==> config.mk <==
export PLATFORM = sky130hd
export DESIGN_NAME = keypad_scan_ctrl
export DESIGN_NICKNAME = d
export VERILOG_FILES = /design/src/rtl/keypad_scan_ctrl.sv
export SDC_FILE = /design/constraint.sdc
export NUM_CORES = 1
export LEC_CHECK = 0
export BUFFER_PORTS_ARGS = -buffer_cell sky130_fd_sc_hd__clkbuf_2
export CAP_MARGIN = 10
export CORE_ASPECT_RATIO = 0.6
export CORE_MARGIN = 1
export CORE_UTILIZATION = 59
export DETAILED_ROUTE_END_ITERATION = 10
export PLACE_DENSITY_LB_ADDON = 0.05
export RECOVER_POWER = 100
export SLEW_MARGIN = 15
export SYNTH_ARGS = -nofsm -noshare
export SYNTH_HDL_FRONTEND = slang
export SYNTH_SLANG_ARGS = --single-unit
==> constraint.sdc <==
create_clock -name clk -period 2.4 [get_ports clk]
set_input_delay 0.24 -clock clk [delete_from_list [all_inputs] [get_ports clk]]
set_output_delay 0.24 -clock clk [all_outputs]
set_load 0.01 [all_outputs]
==> src/rtl/keypad_scan_ctrl.sv <==
// rtl/keypad_scan_ctrl.sv - 4x4 keypad column scanner with debounced press/release and a one-deep event register
module keypad_scan_ctrl #(
    parameter int SCAN_DIV     = 1000,
    parameter int DEBOUNCE_CNT = 20000
) (
    input  logic       clk,
    input  logic       reset_n,
    input  logic [3:0] kpr,
    output logic [3:0] kpc,
    output logic       kphit,
    output logic [3:0] key_code,
    output logic       key_valid,
    input  logic       key_ready,
    output logic       overflow
);

    localparam int DIV_W = (SCAN_DIV > 1) ? $clog2(SCAN_DIV) : 1;
    localparam int DB_W  = (DEBOUNCE_CNT > 1) ? $clog2(DEBOUNCE_CNT) : 1;
    localparam logic [DIV_W-1:0] DIV_LAST = DIV_W'(SCAN_DIV - 1);
    localparam logic [DB_W-1:0]  DB_LAST  = DB_W'(DEBOUNCE_CNT - 1);

    typedef enum logic [1:0] {
        SCAN     = 2'd0,
        PRESS_DB = 2'd1,
        HELD     = 2'd2,
        REL_DB   = 2'd3
    } state_t;

    state_t           state;
    state_t           state_next;
    logic [3:0]       sync1;
    logic [3:0]       kprs;
    logic [DIV_W-1:0] div;
    logic [DB_W-1:0]  cnt;
    logic [3:0]       row_pat;
    logic [1:0]       row_idx;
    logic [1:0]       col_idx;

    logic row_single;
    logic div_tc;
    logic match;
    logic released;
    logic cnt_last;

    logic latch;
    logic rotate;
    logic cnt_clr;
    logic cnt_inc;
    logic event_issue;

    function automatic logic [1:0] low_idx(input logic [3:0] p);
        case (p)
            4'b1110: low_idx = 2'd0;
            4'b1101: low_idx = 2'd1;
            4'b1011: low_idx = 2'd2;
            4'b0111: low_idx = 2'd3;
            default: low_idx = 2'd0;
        endcase
    endfunction

    // kpr is driven straight from the keypad switches, so it is resynchronised first
    always_ff @(posedge clk) begin
        if (!reset_n) begin
            sync1 <= 4'b1111;
            kprs  <= 4'b1111;
        end else begin
            sync1 <= kpr;
            kprs  <= sync1;
        end
    end

    always_comb begin
        case (kprs)
            4'b1110, 4'b1101, 4'b1011, 4'b0111: row_single = 1'b1;
            default:                            row_single = 1'b0;
        endcase
    end

    assign div_tc   = (div == DIV_LAST);
    assign match    = (kprs == row_pat);
    assign released = (kprs == 4'b1111);
    assign cnt_last = (cnt == DB_LAST);

    always_ff @(posedge clk) begin
        if (!reset_n) begin
            state <= SCAN;
        end else begin
            state <= state_next;
        end
    end

    always_comb begin
        state_next = state;
        case (state)
            SCAN: begin
                if (div_tc && row_single) begin
                    state_next = PRESS_DB;
                end
            end
            PRESS_DB: begin
                if (!match) begin
                    state_next = SCAN;
                end else if (cnt_last) begin
                    state_next = HELD;
                end
            end
            HELD: begin
                if (released) begin
                    state_next = REL_DB;
                end
            end
            REL_DB: begin
                if (!released) begin
                    state_next = HELD;
                end else if (cnt_last) begin
                    state_next = SCAN;
                end
            end
            default: state_next = SCAN;
        endcase
    end

    always_comb begin
        latch       = 1'b0;
        rotate      = 1'b0;
        cnt_clr     = 1'b0;
        cnt_inc     = 1'b0;
        event_issue = 1'b0;
        kphit       = 1'b0;
        case (state)
            SCAN: begin
                if (div_tc) begin
                    if (row_single) begin
                        latch   = 1'b1;
                        cnt_clr = 1'b1;
                    end else begin
                        rotate = 1'b1;
                    end
                end
            end
            PRESS_DB: begin
                if (!match) begin
                    rotate = 1'b1;
                end else if (cnt_last) begin
                    event_issue = 1'b1;
                end else begin
                    cnt_inc = 1'b1;
                end
            end
            HELD: begin
                kphit   = 1'b1;
                cnt_clr = released;
            end
            REL_DB: begin
                kphit = 1'b1;
                if (released) begin
                    if (cnt_last) begin
                        rotate = 1'b1;
                    end else begin
                        cnt_inc = 1'b1;
                    end
                end
            end
            default: ;
        endcase
    end

    // Divider only runs while scanning, so every return to SCAN starts a fresh column period
    always_ff @(posedge clk) begin
        if (!reset_n) begin
            div <= '0;
        end else if (state == SCAN && !div_tc) begin
            div <= div + DIV_W'(1);
        end else begin
            div <= '0;
        end
    end

    always_ff @(posedge clk) begin
        if (!reset_n) begin
            kpc <= 4'b1110;
        end else if (rotate) begin
            kpc <= {kpc[2:0], kpc[3]};
        end
    end

    always_ff @(posedge clk) begin
        if (!reset_n) begin
            cnt <= '0;
        end else if (cnt_clr) begin
            cnt <= '0;
        end else if (cnt_inc) begin
            cnt <= cnt + DB_W'(1);
        end
    end

    always_ff @(posedge clk) begin
        if (!reset_n) begin
            row_pat <= 4'b1111;
            row_idx <= 2'd0;
            col_idx <= 2'd0;
        end else if (latch) begin
            row_pat <= kprs;
            row_idx <= low_idx(kprs);
            col_idx <= low_idx(kpc);
        end
    end

    // One-deep event register: a new event may replace one being consumed this cycle, otherwise it is dropped
    always_ff @(posedge clk) begin
        if (!reset_n) begin
            key_code  <= 4'd0;
            key_valid <= 1'b0;
            overflow  <= 1'b0;
        end else if (event_issue && (!key_valid || key_ready)) begin
            key_code  <= {row_idx, col_idx};
            key_valid <= 1'b1;
        end else if (event_issue) begin
            overflow <= 1'b1;
        end else if (key_valid && key_ready) begin
            key_valid <= 1'b0;
        end
    end

endmodule

Yosys cells after proc, flatten, opt, wreduce, memory -nomap -nowiden
Cells that the tools add are included.
{"block": "word_totals", "latch_bits": 0, "in_bits": 7, "ramBits": 0, "regBits": 53, "wordCells": 81, "mem_count": 0, "output_inout_bits": 11, "rom_bits": 0}
{"block": "op_classes", "eq_ne": 19, "n_reduce_logical": 16, "n_mux": 30, "shift": 0, "n_lt_le_gt_ge": 0, "add_sub_neg": 2, "mul": 0, "bitwise_logic": 2, "div": 0}
{"op": "4-bit equality test, second input constant", "count": 6}
{"op": "1-bit 2-to-1 mux", "count": 18}
{"op": "15-bit by 1-bit adder with 15-bit output, second input constant", "count": 1}
{"op": "15-bit equality test, second input constant", "count": 1}
{"op": "2-bit 2-to-1 mux", "count": 6}
{"op": "2-bit one-hot mux with 3 select lines", "count": 2}
{"op": "10-bit by 1-bit adder with 10-bit output, second input constant", "count": 1}
{"op": "10-bit equality test, second input constant", "count": 1}
{"op": "4-bit by 3-bit equality test with 1-bit output, second input constant", "count": 2}
{"op": "2-bit one-hot mux with 4 select lines", "count": 1}
{"op": "3-bit != test, second input constant", "count": 2}
{"op": "2-bit AND reduction", "count": 3}
{"op": "2-bit equality test, second input constant", "count": 2}
{"op": "4-bit equality test", "count": 1}
{"op": "1-bit logical AND", "count": 4}
{"op": "2-bit != test, second input constant", "count": 2}
{"op": "1-bit one-hot mux with 2 select lines", "count": 2}
{"op": "4-bit AND reduction", "count": 1}
{"op": "2-bit OR reduction", "count": 2}
{"op": "4-bit OR reduction", "count": 1}
{"op": "1-bit one-hot mux with 3 select lines", "count": 1}
{"op": "2-bit by 1-bit equality test with 1-bit output, second input constant", "count": 1}
{"op": "1-bit logical NOT", "count": 2}
{"op": "2-bit logical NOT", "count": 1}
{"op": "4 further kinds", "count": 5}

Longest topological paths before layout
{"block": "depth", "depth_word": 7, "mapped_depth": 9, "mapped_depth_nobuf": 6}

Least setup slack after synthesis
No wires, ideal clock.
{"block": "synth_timing", "kind": "register to register", "startpoint": "register cnt[0]", "endpoint": "register cnt[14]", "path_slack_ns": 0.474, "path_buffers": 1, "setup_time_ns": 0.072, "required_time_ns": 2.328, "period_less_slack_ns": 1.926, "arrival_time_ns": 1.854, "stages_incl_launch_ff": 8, "cell_sequence": "dfxtp_1 > ha_1 > and3_1 > buf_2 > a41oi_1 > nand4_1 > or4_1 > a21oi_1"}
{"block": "synth_via", "elab_chain_cells": 4, "elab_cells_between_ends": 6, "classes_between": "1 x add/sub; 1 x eq/ne; 4 x mux"}
{"element": "start, declared", "line_no": "34", "rtl": "logic [DB_W-1:0] cnt;"}
{"element": "start signal, assigned", "line_no": "193", "rtl": "cnt <= cnt + DB_W'(1);"}
{"element": "branches (longest 4 deep; another with 15-bit by 1-bit adder with 15-bit output)"}
Several ways; the timed one is not identified.
A chain may end at the register's enable or synchronous reset.

Final worst setup path
{"block": "layout_timing", "startpoint": "register kprs[3]", "endpoint": "register cnt[3]"}
{"block": "layout_via", "elab_chain_cells": 7, "elab_cells_between_ends": 15, "classes_between": "6 x eq/ne; 7 x mux; 2 x reduce/logical"}
{"element": "start, declared", "line_no": "32", "rtl": "logic [3:0] kprs;"}
{"element": "start signal, assigned", "line_no": "68", "rtl": "kprs <= sync1;"}
{"element": "4-bit by 3-bit equality test with 1-bit output / 4-bit equality test (equally long branches)", "line_no": "73", "rtl": "case (kprs)"}
{"element": "4-bit OR reduction", "line_no": "73"}
{"element": "1-bit 2-to-1 mux", "line_no": "73"}
{"element": "1-bit 2-to-1 mux", "line_no": "133", "rtl": "if (row_single) begin"}
{"element": "1-bit 2-to-1 mux", "line_no": "132", "rtl": "if (div_tc) begin"}
{"element": "1-bit one-hot mux with 2 select lines", "line_no": "130", "rtl": "case (state)"}
{"element": "2-bit OR reduction (no line)"}
Parallel ways exist; a longest one is shown, timed or not.

==> qor.yml <==
outcome:
  outcome: "completed"
floorplan:
  die_w_um: 86.9
  die_area_sq_mm: 0.00460
  coreArea_sq_mm: 0.00412
  dieHeight_um: 52.9
  io_pins: 18
  rows: 18
  initial_utilization_pct: 61.9
place:
  hpwlAfterDp_mm: 3.45
  port_buffers: 17
  gp_congestion: 0.829
synthesis:
  seq_area_frac_synth_pct: 41.6
  synthTopCellsByArea: "dfxtp_1 (42%), a21oi_1 (3.9%), nand3_1 (3.9%), nand2_1 (3.5%), nor2_1 (2.8%)"
  ys_ff_latch: 53
  synth_area_per_cell_sq_um: 9.14
  syn_inst: 279
  synth.net_count: 288
  synth-edff-count: 0
  yosysUniqueCellTypes: 51
  synth_ff_type: "dfxtp_1"
  async_flop_share_pct: 0
  yosysTopAreaCell: "dfxtp_1"
  netlist.area_leader.share_pct: 41.6
  syn_area_sq_mm: 0.00255
  synth_warnings: 0
finish:
  final_cell_mix: "dfxtp_1 (53), nand2_1 (24), nand3_1 (21), a21oi_1 (20), nor2_1 (19)"
  nFillCells: 381
  areaGrowthSynthToFinish_pct: 5.20
  layout_commonest_cell: "dfxtp_1"
  drive_gt1_share_pct: 10.9
  diodes: 0
  finalNetCount: 302
global_routing:
  grt_max_degree: 32
  antenna_found_initial: 0
  grt_pass1_wl_mm: 7.87
  grt_pass1_vias: 1663
  track_usage_pct: 22.5
  overflow: 0
cts:
  h-tree-depth: 2
  numCtsBuffers: 5
  post_cts_resize_count: 0
  cts_max_path_buffers: 2
  clock-sinks: 53
  cts_tree: "built"
  root_buffer: "clkbuf_8"
  post-cts-setup-buffer-count: 0
  path_clk_slew_ns: 0.09
  clock_latency_ns: 0.30
  holdBufCountCts: 0
pwr:
  p_per_area_mw_per_mm2: 546
  total_power_mw: 1.47
  ir_worst_vdd_v: 0.000321
  p_leak_nw: 0.909
timing:
  min_period_ns: 2.11
  relSlewSlack_pct: 42.2
  holdWs_ns: 0.117
  fmax_mhz: 474
  rsz0062_at_grt: "false"
  slew_viol_final: 0
  tightest_slew_ns: 0.868
  fin_crit_sh_pct: 87.8
  fin_skew_ns: 0.00598
  tns_ns: 0
  hold_viol: 0
  setup_viol: 0
worst_setup_path:
  crit_type: "register to register"
  worst-path-max-fanout: 31
  start_kind: "register"
  required_ns: 2.63
  endpoint_kind: "register"
  arrival_ns: 2.33
drt:
  vias_per_cell: 5.72
  post-route-drc-count: 0
  via_count: 2025
  first_pass_iters: 4
  post_drt_wl_per_cell_um: 13.7
  drt_wl_total_mm: 4.83
  drt_first_iter_violations: 87
  drtAntennaViolNets: 0
min_path:
  hold_path.class: "input pin to register"
flow_run:
  drv_cap: 0
-- cell usage after synthesis, drive strengths merged (2+ instances only) --
cell,number
nand2,25
or3,4
xnor2,9
xor2,7
and3,6
nand3,21
buf,12
o21ai,12
o211ai,3
o2bb2ai,2
nand2b,10
o21a,2
nor4b,2
or4,10
clkbuf,6
nor4,3
mux2i,5
inv,5
nand4,9
nor2,19
ha,2
a21oi,26
nand4b,2
dfxtp,53
o31ai,9
-- report_power, final --
group / internal, mW / total [mW] / switching, mW / leakage, nW
Combinational: 0.0315 / 0.0811 / 0.0496 / 0.441
Sequential: 0.889 / 0.900 / 0.0106 / 0.430
Clock: 0.207 / 0.485 / 0.278 / 0.0385
Total: 1.13 / 1.47 / 0.339 / 0.909
-- stage by stage --
stage | utilization [%] | std cells | worst slack, ns | cell area (sq um)
floorplan | - | 279 | 0.474 | 2550
global placement | 64.5 | 346 | 0.393 | 2660
detailed placement | 64.5 | 346 | 0.359 | 2660
CTS | 66.5 | 354 | 0.333 | 2740
global route | 65.1 | 354 | 0.118 | 2680
finish | 65.1 | 354 | 0.292 | 2680
-- area by class of cell --
class / count / area (sq um) / area share, %
Tap cell: 60 / 75.1 / 2.80
Inverter: 5 / 18.8 / 0.699
Clock inverter: 1 / 7.51 / 0.280
Multi-Input combinational cell: 203 / 1330 / 49.4
Timing Repair Buffer: 25 / 120 / 4.48
Clock buffer: 7 / 76.3 / 2.84
Sequential cell: 53 / 1060 / 39.5
-- worst max-delay path: stages, from the launching register on --
cell	delay (ns)
dfxtp_1	0.55
xnor2_1	0.21
nand4_4	0.16
o21a_2	0.39
or4_1	0.55
a21oi_1	0.17
-- cell families after synthesis --
group	Yosys count	share of synthesized area (%)
compound gates	60	15.6
xor+xnor	16	7.26
fa+ha+maj	2	0.981
buf+inv	23	5.15
flops	53	41.6
mux	5	1.96
simple gates	120	27.5
-- flip-flops by register name, summed over array words and instances, names as in the netlist, 2 cells and up --
register  cells
state         2
kprs          4
div          10
key_code      4
sync1         4
row_idx       2
kpc           4
row_pat       4
col_idx       2
cnt          15
-- routing by layer --
metal | routed length [um] | vias to the layer above | GRT usage [%]
met2 | 2000 | 43 | 32.8
li1 | - | 1044 | -
met3 | 227 | 2 | 4.68
met1 | 2590 | 936 | 33.0
met4 | 12 | 0 | 6.67
met5 | 0 | - | 0
-- worst paths after layout --
path               to     start  cells after the start  slack [ns]
min          sync1[0]    kpr[0]                      2        0.12
max            cnt[3]   kprs[3]                      5        0.29
min reg2reg   kprs[3]  sync1[3]                      1        0.41
max reg2reg    cnt[3]   kprs[3]                      5        0.29
Power figures use the tool's default switching activity.
